**src/rtl/fetch_pc.sv**
```systemverilog
// Program counter and fetch sequencing for the instruction memory.
// Runs IDLE -> RUN -> HALTED with a branch-target LUT and an instruction count.
module fetch_pc #(
  parameter int unsigned PC_BITS      = 12,
  parameter int unsigned LUT_IDX_BITS = 3,
  parameter int unsigned CNT_BITS     = 16,
  parameter int unsigned START_ADDR   = 0
) (
  input  logic                    clk,
  input  logic                    reset,
  input  logic                    start,
  input  logic                    stall,
  input  logic                    halt,
  input  logic                    branch_taken,
  input  logic [LUT_IDX_BITS-1:0] branch_idx,
  input  logic                    lut_we,
  input  logic [LUT_IDX_BITS-1:0] lut_waddr,
  input  logic [PC_BITS-1:0]      lut_wdata,
  output logic [PC_BITS-1:0]      pc,
  output logic                    pc_valid,
  output logic                    done,
  output logic [CNT_BITS-1:0]     instr_count
);

  localparam int unsigned LUT_N = 2 ** LUT_IDX_BITS;
  localparam logic [PC_BITS-1:0] PC_START = PC_BITS'(START_ADDR);

  typedef enum logic [1:0] {
    S_IDLE,
    S_RUN,
    S_HALTED
  } state_e;

  state_e                state_q, state_d;
  logic [PC_BITS-1:0]    pc_q, pc_d;
  logic [CNT_BITS-1:0]   cnt_q, cnt_d;
  logic [CNT_BITS-1:0]   cnt_inc;
  logic [PC_BITS-1:0]    lut_q [LUT_N];

  // Counter sticks at all-ones instead of wrapping.
  assign cnt_inc = (&cnt_q) ? cnt_q : cnt_q + CNT_BITS'(1);

  always_comb begin
    state_d = state_q;
    pc_d    = pc_q;
    cnt_d   = cnt_q;
    unique case (state_q)
      S_IDLE: begin
        pc_d = PC_START;
        if (start) begin
          state_d = S_RUN;
          cnt_d   = '0;
        end
      end
      S_RUN: begin
        if (halt) begin
          state_d = S_HALTED;
          cnt_d   = cnt_inc;
        end else if (stall) begin
          pc_d  = pc_q;
        end else if (branch_taken) begin
          pc_d  = lut_q[branch_idx];
          cnt_d = cnt_inc;
        end else begin
          pc_d  = pc_q + PC_BITS'(1);
          cnt_d = cnt_inc;
        end
      end
      S_HALTED: begin
        if (start) begin
          state_d = S_RUN;
          pc_d    = PC_START;
          cnt_d   = '0;
        end
      end
      default: begin
        state_d = S_IDLE;
        pc_d    = PC_START;
        cnt_d   = '0;
      end
    endcase
  end

  always_ff @(posedge clk) begin
    if (reset) begin
      state_q <= S_IDLE;
      pc_q    <= PC_START;
      cnt_q   <= '0;
    end else begin
      state_q <= state_d;
      pc_q    <= pc_d;
      cnt_q   <= cnt_d;
    end
  end

  // Branch reads see the pre-edge entry; a write lands at the edge.
  always_ff @(posedge clk) begin
    if (reset) begin
      for (int i = 0; i < LUT_N; i++) begin
        lut_q[i] <= '0;
      end
    end else if (lut_we) begin
      lut_q[lut_waddr] <= lut_wdata;
    end
  end

  assign pc          = pc_q;
  assign pc_valid    = (state_q == S_RUN);
  assign done        = (state_q == S_HALTED);
  assign instr_count = cnt_q;

endmodule

```
**config.mk**
```make
export PLATFORM = sky130hd
export DESIGN_NAME = fetch_pc
export DESIGN_NICKNAME = d
export VERILOG_FILES = /design/src/rtl/fetch_pc.sv
export SDC_FILE = /design/constraint.sdc
export NUM_CORES = 1
export LEC_CHECK = 0
export ABC_CLOCK_PERIOD_IN_PS = 2000
export CORE_MARGIN = 5
export CORE_UTILIZATION = 30
export DETAILED_ROUTE_END_ITERATION = 10
export PLACE_DENSITY = 0.52
export SYNTH_ARGS = -nofsm -noshare
export SYNTH_HDL_FRONTEND = slang
export SYNTH_SLANG_ARGS = --single-unit
```
**constraint.sdc**
```tcl
create_clock -name clk -period 2 [get_ports clk]
set_clock_uncertainty 0.15 [all_clocks]
set_input_delay 0.3 -clock clk [delete_from_list [all_inputs] [get_ports clk]]
set_output_delay 0.3 -clock clk [all_outputs]
set_load 0.1 [all_outputs]
```
==> metrics.md <==
| Metric | Value |
|---|---|
| Vias per cell | `slightly below 5` |
| Register area share after synthesis | `0.579` |
| IO Count | `55` |
| CP Cell Sequence | `ha_4, nand3_1, or2_4, or4_1, a21o_1, a21oi_1` |
| Clock sinks | `126` |
| Top area cells in the synthesized netlist | `edfxtp_1 (48%), and2_1 (10%), dfxtp_1 (10%), mux4_2 (9.0%), mux2i_1 (2.0%)` |
| Cts hold-fix bufs | `0` |
| CTS root buffer | `clkbuf_16` |
| Synth top area share | `0.480` |
| Max Cap Violations | `0` |
| Dpl cell area | `0.00752 mm^2` |
| Setup CP Type | `reg2reg` |
| Via Count | `4,230` |
| R2R depth | `6` |
| Setup crit end kind | `flip-flop` |
| Area delta synth->final | `35.5%` |
| # DRC | `0` |
| Die area | `roughly 0.023 mm^2` |
| Max Slew Vio Count | `0` |
| Most instantiated cells after synthesis | `and2_1 (100), edfxtp_1 (96), dfxtp_1 (30)` |
| Max H-tree Level | `4` |
| Hold Crit Depth | `2` |
| CTS Buf Count | `17` |
| Max Freq | `0.523 GHz` |
| # port buffers | `54` |
| End of the worst register-to-register path | `instr_count[10]$_SDFFE_PP0P_` |
| Global-route wire length before repair | `between 20 and 25 mm` |
| Run status | `complete, no violations` |
| Number of global-route vias before repair | `4,478` |
| Initial Util | `0.307` |
| Antenna cells | `0` |
| GPL Wtd Cong | `0.803` |
| M3 GR Usage | `0.0348` |
| Placement Rows | `51` |
| Flop and latch count out of synthesis | `between 100 and 150` |
| Drt pass-1 iters | `4` |
| Cell area after layout | `0.00815 mm^2` |
| Area leader, netlist | `edfxtp_1` |
| Critical Path RT | `2.18 ns` |
| Met2 usage | `0.248` |
| Met1 Use GR | `0.182` |
| Synth async-reset ratio | `0` |
| Share of layout cells above drive strength 1 | `0.321` |
| WL/cell | `17.6 um` |
| Core Box Area | `0.0196 mm^2` |
| Die width | `152 um` |
| Initial antenna violation count | `0` |
| Post-synth top flop | `edfxtp_1` |
| Count of cell types in the netlist | `53` |
| Syn nets | `509` |
| Max Fanout on Critical Path | `5` |
| Type of the worst min-delay path | `reg2reg` |
| Busiest grt layer | `met2` |
| Worst-Margin Slew | `0.420 ns` |
| Max stage delay on crit path | `0.46 ns` |
| Slowest-stage cell, CP | `or4_1` |
| WP data arrival | `~2.1 ns` |
| Power per cell area | `825 mW/mm^2` |
| Levels on crit path | `6` |
| RSZ-0062 raised after global routing | `true` |
| Most frequent cell after synthesis | `and2_1` |
| Final nets | `626` |
| R2r startpoint | `instr_count[1]$_SDFFE_PP0P_` |
| Hold EP | `instr_count[0]$_SDFFE_PP0P_` |
| Leakage | `0.00296 uW` |
| Drt total wl | `roughly 15 mm` |
| Clock slew at reported path FFs | `0.06 ns` |
| Max Buffers Root-to-Sink | `2` |
| Worst setup SP type | `flip-flop` |
| Post-synth EDFFs | `96` |
| Total GRT Usage | `0.145` |
| Antenna Nets Post-Route | `0` |
| PnR worst setup slack | `0.0881 ns` |
| Buf/Inv on CP | `0` |
| Insertion delay to the later sink of the worst-skew pair | `0.41 ns` |
| Yosys Warn Count | `0` |
| Crit-path leading delay family | `simple AND/OR/NAND/NOR gates` |
| Place WS | `-0.306 ns` |
| Die height | `around 150 um` |
| Starting DRC count in detailed routing | `223` |
| Worst VDD drop | `0.565 mV` |
| Synth Instances | `482` |
| Fin. Hold Viols | `0` |
| Reg2Reg Setup Slack | `0.09 ns` |
| Slew headroom | `0.720` |
| Synth Cell Area | `0.00601 mm^2` |
| Overflow after GRT | `0` |
| Setup Viol. Count Final | `0` |
| Final Cycle Share | `0.956` |
| Final Critical Period | `1.91 ns` |
| TritonCTS clock tree | `yes` |
| Largest net degree at the start of global routing | `17` |
| Hold path start | `instr_count[0]$_SDFFE_PP0P_` |
| Detail Placement HPWL | `11.0 mm` |
| Synth Area per Inst | `roughly 12 um^2` |
-- repair_timing --
| item | in CTS | in global routing |
|---|---|---|
| cloned | 0 | 0 |
| gates resized for setup | 0 | 4 |
| setup buffers | 2 | 2 |
| pin swaps | 1 | 2 |
| hold endpoints to repair | 0 | 0 |
| setup endpoints to repair | 1 | 16 |
-- cells in the final DEF, fill, tap and decap left out, types with 9 or more instances in the layout --
cell	n
clkdlybuf4s50_1	23
o21ai_0	14
nand2_1	21
and2_1	100
mux2i_1	12
dfxtp_4	18
edfxtp_1	96
mux4_2	24
nor2_1	26
clkbuf_16	17
or2_2	9
nand4_1	11
a21oi_1	18
dfxtp_2	9
buf_4	79
buf_12	19
nand3_1	12
-- routing by layer --
metal  up-vias  share of wire
li1       2041              -
met1      2080           0.44
met2        91           0.50
met3        18          0.047
met4         0          0.013
met5         -              0
-- flip-flops by register name, indices dropped and copies added (netlist names) --
signal	count
lut_q	96
instr_count	16
pc	12
state_q	2
-- worst register-to-register path: cells and delay by family (launching register included) --
| kind | cells | cell delay, ns |
|---|---|---|
| simple gates | 3 | 0.85 |
| flops | 1 | 0.38 |
| compound gates | 2 | 0.31 |
| fa+ha+maj | 1 | 0.15 |
-- cell type report --
cell class,count,area [um^2]
Clock inverter,11,149
Fill cell,1859,11400
Sequential cell,126,3560
Tap cell,265,332
Multi-Input combinational cell,325,2430
Clock buffer,19,433
Inverter,6,22.5
Timing Repair Buffer,123,1220
-- metrics by stage --
stage / hold WS, ns / std cells / TNS, ns / utilization / total power, uW
final: 0.357 / 875 / 0 / 0.416 / 6720
after global routing: 0.374 / 875 / -0.0822 / 0.416 / 6970
after detailed placement: 0.350 / 841 / -26.18 / 0.384 / 3660
after CTS: 0.359 / 873 / 0 / 0.414 / 6780
after floorplan: 0.291 / 482 / -0.220 / - / 3320
after global placement: 0.341 / 841 / -23.66 / 0.384 / 3650
-- kinds of logic (layout without fill, tap and decap cells) --
kind of cell / Yosys count / after routing / share of synthesized area
mux: 36 / 36 / 0.110
fa+ha+maj: 2 / 2 / 0.00416
xor+xnor: 4 / 4 / 0.00583
flops: 126 / 126 / 0.579
simple gates: 216 / 216 / 0.206
compound gates: 67 / 67 / 0.0733
buf+inv: 31 / 159 / 0.0219
-- report_power, final --
group	switching, uW	leakage, uW	internal, uW	total, uW
sequential	42.6	0.00118	2920	2970
clock	1080	0.000284	2040	3120
combinational	328	0.00150	310	637
total	1450	0.00296	5270	6720
-- worst max-delay path by stage --
| stage | to | start |
|---|---|---|
| 3_5_place_dp | pc[8]$_SDFFE_PP0P_ | start |
| 5_1_grt | instr_count[13]$_SDFFE_PP0P_ | instr_count[8]$_SDFFE_PP0P_ |
| 3_3_place_gp | lut_q[0][9]$_SDFFCE_PN0P_ | lut_we |
| 6_report | instr_count[10]$_SDFFE_PP0P_ | instr_count[1]$_SDFFE_PP0P_ |
| 4_1_cts | pc[2]$_SDFFE_PP0P_ | state_q[1]$_SDFFE_PP0P_ |
| 2_1_floorplan | instr_count[10]$_SDFFE_PP0P_ | instr_count[0]$_SDFFE_PP0P_ |
(Power assumes the default switching activity.)
==> patch, RTL diff (same settings) <==
Reset style: asynchronous (`reset`), changed in 2 clocked blocks.
--- a/src/rtl/fetch_pc.sv
+++ b/src/rtl/fetch_pc.sv
@@ -81,7 +81,7 @@
     endcase
   end
 
-  always_ff @(posedge clk) begin
+  always_ff @(posedge clk or posedge reset) begin
     if (reset) begin
       state_q <= S_IDLE;
       pc_q    <= PC_START;
@@ -94,7 +94,7 @@
   end
 
   // Branch reads see the pre-edge entry; a write lands at the edge.
-  always_ff @(posedge clk) begin
+  always_ff @(posedge clk or posedge reset) begin
     if (reset) begin
       for (int i = 0; i < LUT_N; i++) begin
         lut_q[i] <= '0;
Function: differs if reset is asserted again (counterexample within 4 cycles, from zero or initial values and one cycle with reset high); with reset held inactive, the same outputs for 4 cycles.
==> patch against the original RTL <==
Final area up 3.6%. Wire length is 3.5% higher. Non-clock buffer count down 18. Area after synthesis is 2.6% higher. Core utilization increased by 0.14 points. Setup slack gained 0.019 ns. Sequential cell count unchanged.
Power is not compared: it rests on default switching activity, and its combinational part moved more than twofold at a synthesized area within 25%.
==> patch: results <==
metrics = {
    "grt": {
        "grt_util_met2_pct": 21.3,
        "gr-usage-met3_pct": 3.79,
        "use_met1_pct": 19.8,
        "grt_pass1_wl_um": 26200,
        "track_usage_pct": 14.1,
        "grt_pass1_vias": 4693,
    },
    "final_layout": {
        "seq_area_mm2": 0.00319,
        "fill_cells": 1832,
        "inv_count": 16,
        "multi_input_area_mm2": 0.00287,
        "buf_share_pct": 16.0,
        "comb.multi_input.count": 291,
        "buffers": 105,
        "drive_gt1_share_pct": 48.6,
        "fin_nets": 584,
        "fin_util_pct": 41.7,
        "clockBufferCount": 21,
        "clock_area_share_pct": 7.57,
    },
    "clock_network": {
        "cts_setup_buffers": 0,
    },
    "synthesis": {
        "synth_cell_type_count": 56,
        "synthCells": 458,
        "ys_seq_area_share_pct": 51.1,
        "ys_top_cells_by_area": "dfrtp_1, mux2_2, mux4_2",
        "yosys-top-cells-count": "dfrtp_1, mux2_2, mux4_2",
        "async_flop_share_pct": 100,
    },
    "worst_setup_path": {
        "reg2reg_from": "pc[1]$_DFFE_PP0P_",
        "r2r_cells": 5,
        "cp_max_fo": 17,
        "timing.critical_path.slowest_cell_delay_ns": 0.52,
        "arrival_ns": 2.04,
        "r2r_setup_slack_ns": 0.14,
        "crit_family": "multiplexers",
        "regToRegEndpoint": "pc[6]$_DFFE_PP0P_",
    },
    "place": {
        "place_hpwl_um": 11100,
        "dpl_cell_area_mm2": 0.00780,
        "port_buffers": 54,
        "pre_cts_ws_ns": -0.328,
        "gp_congestion": 0.829,
    },
    "drt": {
        "wl_per_cell_um": 19.0,
        "wl_um": 16000,
        "avgViaCountPerCell": 5.11,
    },
    "sta": {
        "max_freq_ghz": 0.528,
        "relSlewSlack_pct": 55.7,
    },
    "min_path": {
        "hp-class": "in -> async",
    },
    "run_status": {
        "status": "complete, no violations",
    },
}
==> patch: cell types whose count changed in the layout (fill, tap and decap cells not counted), moves of 13 or more <==
cell	change
dfrtp_1	+100
buf_12	+21
mux2_2	+96
dfxtp_4	-18
nor2_1	-14
edfxtp_1	-96
and2_1	-99
a21oi_1	-13
buf_4	-38
dfrtp_2	+26
==> patch: power groups by stage <==
stage	Sequential [mW]	Clock, mW	Combinational [mW]
floorplan	3.63	0	1.08
global placement	3.36	0	2.08
detailed placement	3.40	0	2.14
CTS	3.36	3.44	2.15
global route	3.42	3.55	2.28
finish	3.35	3.38	2.13
==> patch: routing by layer <==
metal | wire length [um] | vias to the layer above | part of all wire, %
li1 | - | 1954 | -
met1 | 7760 | 2218 | 49
met2 | 7300 | 100 | 46
met3 | 668 | 20 | 4.2
met4 | 231 | 0 | 1.4
met5 | 0 | - | 0
==> patch: worst max-delay path by stage <==
stage / startpoint / end / cells past startpoint
global route: pc[1]$_DFFE_PP0P_ / pc[6]$_DFFE_PP0P_ / 5
global placement: branch_idx[0] / pc[4]$_DFFE_PP0P_ / 6
detailed placement: branch_idx[0] / pc[2]$_DFFE_PP0P_ / 6
CTS: state_q[1]$_DFFE_PP0P_ / pc_valid / 3
finish: branch_idx[0] / pc[2]$_DFFE_PP0P_ / 6
floorplan: reset / instr_count[0]$_DFFE_PP0P_ / 1
==> patch: logic make-up (layout without fill, tap and decap cells) <==
family,Yosys count,in the layout,share of synthesized area (%)
xor+xnor,1,1,0.142
mux,134,134,28.6
simple gates,87,87,8.38
fa+ha+maj,2,2,0.406
flops,126,126,51.1
buf+inv,41,153,3.20
compound gates,67,67,8.21
